**src/rtl/xor_hash_sched.sv**
```systemverilog
// -----------------------------------------------------------------------------
// xor_hash_sched
//
// Shares one 512-bit XOR-fold hash between NUM_REQ requesters. A requester
// streams a block as 16 beats of 32 bits, with beat 0 as the most significant
// word. The scheduler grants one requester and locks the grant for the whole
// block. It then folds the 64 bytes into an 8-bit digest. The digest is
// returned with the ID of the requester that sent the block.
//
// Configuration macro:
//   XOR_HASH_SCHED_FIXED_PRIO_EN
//     Defined   : fixed priority, the lowest index wins.
//     Undefined : round-robin, starting after the last granted requester.
//
// Ports:
//   clk         in   single clock
//   rst         in   synchronous, active-high reset
//   req_valid   in   [NUM_REQ]      per-requester beat valid
//   req_data    in   [NUM_REQ*32]   per-requester beat; requester k uses [32k+31:32k]
//   req_ready   out  [NUM_REQ]      per-requester beat accept (at most one bit high)
//   dout_valid  out                 digest valid
//   dout_ready  in                  consumer accepts the digest
//   dout_data   out  [8]            digest
//   dout_id     out  [ID_W]         requester the digest belongs to
//   busy        out                 high whenever the FSM is not in IDLE
// -----------------------------------------------------------------------------
module xor_hash_sched #(
    parameter int NUM_REQ = 2,
    parameter int ID_W    = (NUM_REQ > 1) ? $clog2(NUM_REQ) : 1
) (
    input  logic                  clk,
    input  logic                  rst,
    input  logic [NUM_REQ-1:0]    req_valid,
    input  logic [NUM_REQ*32-1:0] req_data,
    output logic [NUM_REQ-1:0]    req_ready,
    output logic                  dout_valid,
    input  logic                  dout_ready,
    output logic [7:0]            dout_data,
    output logic [ID_W-1:0]       dout_id,
    output logic                  busy
);

    typedef enum logic [1:0] {
        ST_IDLE = 2'd0,
        ST_LOAD = 2'd1,
        ST_HASH = 2'd2,
        ST_OUT  = 2'd3
    } state_t;

    // XOR of all 64 bytes of the block.
    function automatic logic [7:0] xor_fold(input logic [511:0] blk);
        logic [7:0] acc;
        acc = 8'h00;
        for (int b = 0; b < 64; b++) begin
            acc = acc ^ blk[8*b +: 8];
        end
        return acc;
    endfunction

`ifdef XOR_HASH_SCHED_FIXED_PRIO_EN
    // Lowest-index valid requester wins.
    function automatic logic [ID_W-1:0] pick_grant(input logic [NUM_REQ-1:0] v);
        logic [ID_W-1:0] g;
        g = '0;
        for (int k = NUM_REQ - 1; k >= 0; k--) begin
            if (v[k]) begin
                g = ID_W'(k);
            end
        end
        return g;
    endfunction
`else
    // Round-robin: the first valid index above 'last' wins. If none is
    // found, the search wraps to the lowest valid index.
    function automatic logic [ID_W-1:0] pick_grant(input logic [NUM_REQ-1:0] v,
                                                   input logic [ID_W-1:0]    last);
        logic [ID_W-1:0] g_wrap;
        logic [ID_W-1:0] g_hi;
        logic            hi_found;
        g_wrap   = '0;
        g_hi     = '0;
        hi_found = 1'b0;
        for (int k = NUM_REQ - 1; k >= 0; k--) begin
            if (v[k]) begin
                g_wrap = ID_W'(k);
                if (k > int'(last)) begin
                    g_hi     = ID_W'(k);
                    hi_found = 1'b1;
                end
            end
        end
        return hi_found ? g_hi : g_wrap;
    endfunction
`endif

    state_t               state_r;
    logic [ID_W-1:0]      grant_r;
    logic [3:0]           cnt_r;
    logic [511:0]         buf_r;
    logic [NUM_REQ-1:0]   req_ready_r;
    logic                 dout_valid_r;
    logic [7:0]           dout_data_r;
    logic [ID_W-1:0]      dout_id_r;
    logic                 busy_r;
`ifndef XOR_HASH_SCHED_FIXED_PRIO_EN
    logic [ID_W-1:0]      last_grant_r;
`endif

    logic [ID_W-1:0]      pick_s;
    logic [NUM_REQ-1:0]   pick_onehot_s;
    logic [31:0]          beat_s;
    logic                 beat_valid_s;
    logic [8:0]           wr_lsb_s;

    // Arbitration result and its one-hot ready pattern for the IDLE cycle.
    always_comb begin
`ifdef XOR_HASH_SCHED_FIXED_PRIO_EN
        pick_s = pick_grant(req_valid);
`else
        pick_s = pick_grant(req_valid, last_grant_r);
`endif
        pick_onehot_s = {{(NUM_REQ-1){1'b0}}, 1'b1} << pick_s;
    end

    // Select the granted requester's beat and valid (AND-OR mux).
    always_comb begin
        beat_s       = 32'h0000_0000;
        beat_valid_s = 1'b0;
        for (int k = 0; k < NUM_REQ; k++) begin
            beat_s       = beat_s | (req_data[32*k +: 32] & {32{grant_r == ID_W'(k)}});
            beat_valid_s = beat_valid_s | (req_valid[k] & (grant_r == ID_W'(k)));
        end
    end

    // Beat j lands at [511-32j -: 32], so its LSB is at (15-j)*32.
    always_comb begin
        wr_lsb_s = {4'd15 - cnt_r, 5'd0};
    end

    // Main sequencer: arbitration, block load, fold and digest handshake.
    always_ff @(posedge clk) begin
        if (rst) begin
            state_r      <= ST_IDLE;
            grant_r      <= '0;
            cnt_r        <= 4'd0;
            req_ready_r  <= '0;
            dout_valid_r <= 1'b0;
            dout_data_r  <= 8'h00;
            dout_id_r    <= '0;
            busy_r       <= 1'b0;
`ifndef XOR_HASH_SCHED_FIXED_PRIO_EN
            last_grant_r <= ID_W'(NUM_REQ - 1);
`endif
        end else begin
            case (state_r)
                ST_IDLE: begin
                    if (|req_valid) begin
                        grant_r      <= pick_s;
`ifndef XOR_HASH_SCHED_FIXED_PRIO_EN
                        last_grant_r <= pick_s;
`endif
                        cnt_r        <= 4'd0;
                        req_ready_r  <= pick_onehot_s;
                        busy_r       <= 1'b1;
                        state_r      <= ST_LOAD;
                    end else begin
                        state_r      <= ST_IDLE;
                    end
                end
                ST_LOAD: begin
                    // The ready bit is already high for the grant, so valid alone
                    // completes the handshake. Without valid, the FSM holds.
                    if (beat_valid_s) begin
                        buf_r[wr_lsb_s +: 32] <= beat_s;
                        cnt_r                 <= cnt_r + 4'd1;
                        if (cnt_r == 4'd15) begin
                            req_ready_r <= '0;
                            state_r     <= ST_HASH;
                        end else begin
                            state_r     <= ST_LOAD;
                        end
                    end else begin
                        state_r <= ST_LOAD;
                    end
                end
                ST_HASH: begin
                    dout_data_r  <= xor_fold(buf_r);
                    dout_id_r    <= grant_r;
                    dout_valid_r <= 1'b1;
                    state_r      <= ST_OUT;
                end
                ST_OUT: begin
                    if (dout_ready) begin
                        dout_valid_r <= 1'b0;
                        busy_r       <= 1'b0;
                        state_r      <= ST_IDLE;
                    end else begin
                        state_r      <= ST_OUT;
                    end
                end
                default: begin
                    state_r      <= ST_IDLE;
                    req_ready_r  <= '0;
                    dout_valid_r <= 1'b0;
                    busy_r       <= 1'b0;
                end
            endcase
        end
    end

    assign req_ready  = req_ready_r;
    assign dout_valid = dout_valid_r;
    assign dout_data  = dout_data_r;
    assign dout_id    = dout_id_r;
    assign busy       = busy_r;

endmodule

```
**config.mk**
```make
export PLATFORM = sky130hd
export DESIGN_NAME = xor_hash_sched
export DESIGN_NICKNAME = d
export VERILOG_FILES = /design/src/rtl/xor_hash_sched.sv
export SDC_FILE = /design/constraint.sdc
export NUM_CORES = 1
export LEC_CHECK = 0
export ABC_CLOCK_PERIOD_IN_PS = 4300
export CORE_ASPECT_RATIO = 1.25
export CORE_MARGIN = 5
export CORE_UTILIZATION = 38
export DETAILED_ROUTE_END_ITERATION = 7
export GPL_TIMING_DRIVEN = 0
export PLACE_DENSITY_LB_ADDON = 0.12
export SLEW_MARGIN = 20
export SYNTH_ARGS = -nofsm -noshare
export SYNTH_HDL_FRONTEND = slang
export SYNTH_SLANG_ARGS = --single-unit
```
**constraint.sdc**
```tcl
create_clock -name clk -period 4.3 [get_ports clk]
set_input_delay 0.43 -clock clk [delete_from_list [all_inputs] [get_ports clk]]
set_output_delay 0.43 -clock clk [all_outputs]
set_load 0.02 [all_outputs]
```
==> results.md <==
- Die outline height: approximately 290 um
- Clock Sinks: 533
- Clock slew at reported path FFs: 0.06 ns
- Count leader, synth: nor2_1
- R2r setup slk: ~0.30 ns
- Cts bufs inserted: 55
- Layout Nets: roughly 2100
- Final max-slew violation count: 0
- Final WL: around 69000 um
- Diode count: 0
- Crit-path most repeated cell: buf_16
- Synthesized area per cell: between 10 and 15 um2
- Slew @ Worst Pin: around 1.2 ns
- Hold path startpoint: last_grant_r
- CP max FO: 12
- Leakage: a little under 9 nW
- R2r worst-path depth: 8
- Final setup fails: 0
- Outcome: completed
- Slew HR: between 20 and 25%
- Util after Layout: about 45%
- Synth cell types: 34
- GP Congestion: roughly 0.84
- Post-CTS Setup Repair Bufs: 0
- Synthesized netlist cell count: between 1500 and 2000
- Total Neg Setup Slack: 0 ns
- Clk root buf: clkbuf_16
- Tmin final: between 3 and 4 ns
- Maximum VDD drop: 0.315 mV
- Crit-path max cell delay: 0.82 ns
- GRT Util Overall: between 20 and 25%
- Logic pwr share: under 10%
- Register area share after synthesis: about two thirds
- I/O Buffers: 81
- Worst hold path type: flop to flop
- Synth top area share: approximately 65%
- Arrival time of the worst setup path: 4.31 ns
- Hold Fails Final Rpt: 0
- Psw: approximately 2.4 mW
- Yosys top cell by area: edfxtp_1
- Hold EP: last_grant_r
- Crit share post-route: roughly 93%
- Area growth, synth to finish: 17.6%
- Post-synth ARST share: 0%
- Pre-CTS WS: between 0.3 and 0.4 ns
- Num rows: between 100 and 150
- # placed instances: between 2000 and 3000
- Clk_lat worst skew: just over 0.6 ns
- Final Non-Filler Cells: between 2000 and 3000
- Clock Path Buffers: 3
- Register bit total from synthesis: about 530
- Synth Warn #: 0
- First-pass GRT wire length: about 100000 um
- Initial Util: a little under two fifths
- Clk pwr share: between 40 and 50%
- DP HPWL: approximately 49000 um
- Syn nets: around 1900
- CP Capture Type: flop
- Kind of start point of the critical path: flop
- Worst-path cell chain: ha_1 -> buf_2 -> xnor2_1 -> nand3_1 -> clkbuf_1 -> nor2_4 -> buf_16 -> buf_16
- Via/cell ratio: a little under 5
- Final WS setup: approximately 0.30 ns
- CTS resizes: 0
- Worst Hold Path Cells: 1
- Critical R2R Capture: buf_r[254]
- Area of the mapped netlist: approximately 24000 um2
- Avg WL per Cell: about 24 um
- # IOs: roughly 80
- Max Clock Freq: between 200 and 300 MHz
- TritonRoute pass-1 iters: 5
- Pwr/cell area: 390 nW/um2
- Core area: ~60000 um2
- Slowest-stage cell, CP: nand3_1
- Post-synth EDFFs: just over 500
- Seq pwr share: around 52%
- Die Wd: 233 um
- RSZ-0062 raised after global routing: false
- DRT antenna net count: 0
- Critical path class: flop to flop
- Total power: ~11 mW
- Hold-fix buffers, CTS: 0
- Number of global-route vias before repair: between 10000 and 15000
- Synth top area cells: edfxtp_1 (65%), xnor2_1 (17%), nor2_1 (8.6%)
- Layout cell share with drive strength beyond 1: 7.25%
- Initial antenna violation count: 1
- Fin Clk Skew: 0.0176 ns
- Total global routing overflow: 0
- DRC violations left: 0
- Int Power: 8.40 mW
- Max_cap viols: 0
- TritonCTS clock tree: built
- Largest net degree at the start of global routing: 24
- RR Startpoint: cnt_r[1]
- Initial drt markers: approximately 900
- Worst EP required: around 4.6 ns
- H-tree levels: 2
- Primary FF master, synth: edfxtp_1
- Synth top cells by count: nor2_1 (543), edfxtp_1 (512), xnor2_1 (458)
- Switching share of total power: ~22%
- Die area: approximately 67000 um2
- DR vias: approximately 14000
==> cells by family (layout without fill, tap and decap cells) <==
| family | Yosys count | count (layout) | share of synthesized area, % |
|---|---|---|---|
| and+or+nand+nor | 617 | 617 | 10.2 |
| AOI/OAI and AO/OA | 31 | 31 | 0.795 |
| xor gates and xnor gates | 507 | 507 | 18.8 |
| buffers and inverters | 96 | 301 | 1.64 |
| muxes | 37 | 37 | 1.58 |
| DFF | 533 | 533 | 66.9 |
| adders and majority gates | 1 | 1 | 0.0530 |
==> per-stage QoR <==
step / hold WS [ns] / cell area (um2)
3_5_place_dp: 0.450 / 26100
6_report: 0.466 / 27800
3_3_place_gp: 0.444 / 25500
5_1_grt: 0.492 / 27800
2_1_floorplan: 0.435 / 23600
4_1_cts: 0.460 / 27800
==> routing by layer <==
layer | part of all wire (%) | track usage, % | routed length (um) | vias up
li1 | - | - | - | 6427
met1 | 39 | 25.0 | 27000 | 7136
met2 | 53 | 38.2 | 36600 | 386
met3 | 4.6 | 2.61 | 3200 | 109
met4 | 3.3 | 6.57 | 2310 | 0
met5 | 0 | 0 | 0 | -
==> flip-flops by register name, summed over array words and instances, names as in the netlist <==
name	count
busy	1
dout_data	8
grant_r	1
last_grant_r	1
buf_r	512
dout_valid	1
cnt_r	4
state_r	2
req_ready	2
dout_id	1
==> cell type report <==
| cell class | instances | area, um2 |
|---|---|---|
| Fill cell | 5693 | 34000 |
| Sequential cell | 533 | 15800 |
| Multi-Input combinational cell | 1193 | 7600 |
| Clock buffer | 76 | 1500 |
| Timing Repair Buffer | 106 | 1280 |
| Tap cell | 832 | 1040 |
| Buffer | 86 | 352 |
| Clock inverter | 23 | 176 |
| Inverter | 10 | 37.5 |
==> power groups by stage <==
stage | clock [mW] | combinational (mW) | sequential (mW)
after CTS | 4.68 | 0.582 | 5.65
after floorplan | 0 | 0.259 | 5.76
after detailed placement | 0 | 0.580 | 5.76
after global placement | 0 | 0.557 | 5.76
final | 4.61 | 0.571 | 5.65
after global routing | 4.87 | 0.605 | 5.65
==> worst max-delay path: cells and delay by family, from the launching register on <==
family / cells / cell delay (ns)
simple gates: 2 / 1.38
fa+ha+maj: 1 / 0.26
xor+xnor: 1 / 0.45
buf+inv: 4 / 1.20
flops: 1 / 0.37
==> cells in the final DEF (no fill, tap or decap), types with 3 or more instances in the layout <==
cell type	netlist	layout
clkdlybuf4s50_1	0	81
nand3_1	15	15
inv_1	10	10
dfxtp_1	21	21
bufinv_16	0	3
nand4_1	4	4
nor2_4	0	14
a21oi_1	11	11
and3_1	3	3
clkbuf_16	0	57
buf_2	16	16
mux2i_1	35	20
buf_4	2	5
clkinv_1	0	14
buf_16	0	9
edfxtp_1	512	512
buf_6	0	7
a211oi_1	8	8
xnor2_1	458	458
xor2_1	49	49
clkinv_2	0	5
nand2b_1	3	3
o21ai_0	6	6
clkbuf_1	66	84
nor2_1	543	529
buf_12	0	6
nand2_1	33	33
nor2b_1	4	4
mux2i_2	0	15
==> how the worst max path moves through the flow <==
stage | start | end | slack (ns)
2_1_floorplan | cnt_r[1] | buf_r[32] | 0.1
3_3_place_gp | cnt_r[1] | buf_r[52] | -3.27
3_5_place_dp | cnt_r[1] | buf_r[227] | 0.37
4_1_cts | cnt_r[1] | buf_r[251] | 0.37
5_1_grt | cnt_r[1] | buf_r[251] | 0.03
6_report | cnt_r[1] | buf_r[254] | 0.30
Note: power is estimated with default switching activity, not from simulation.
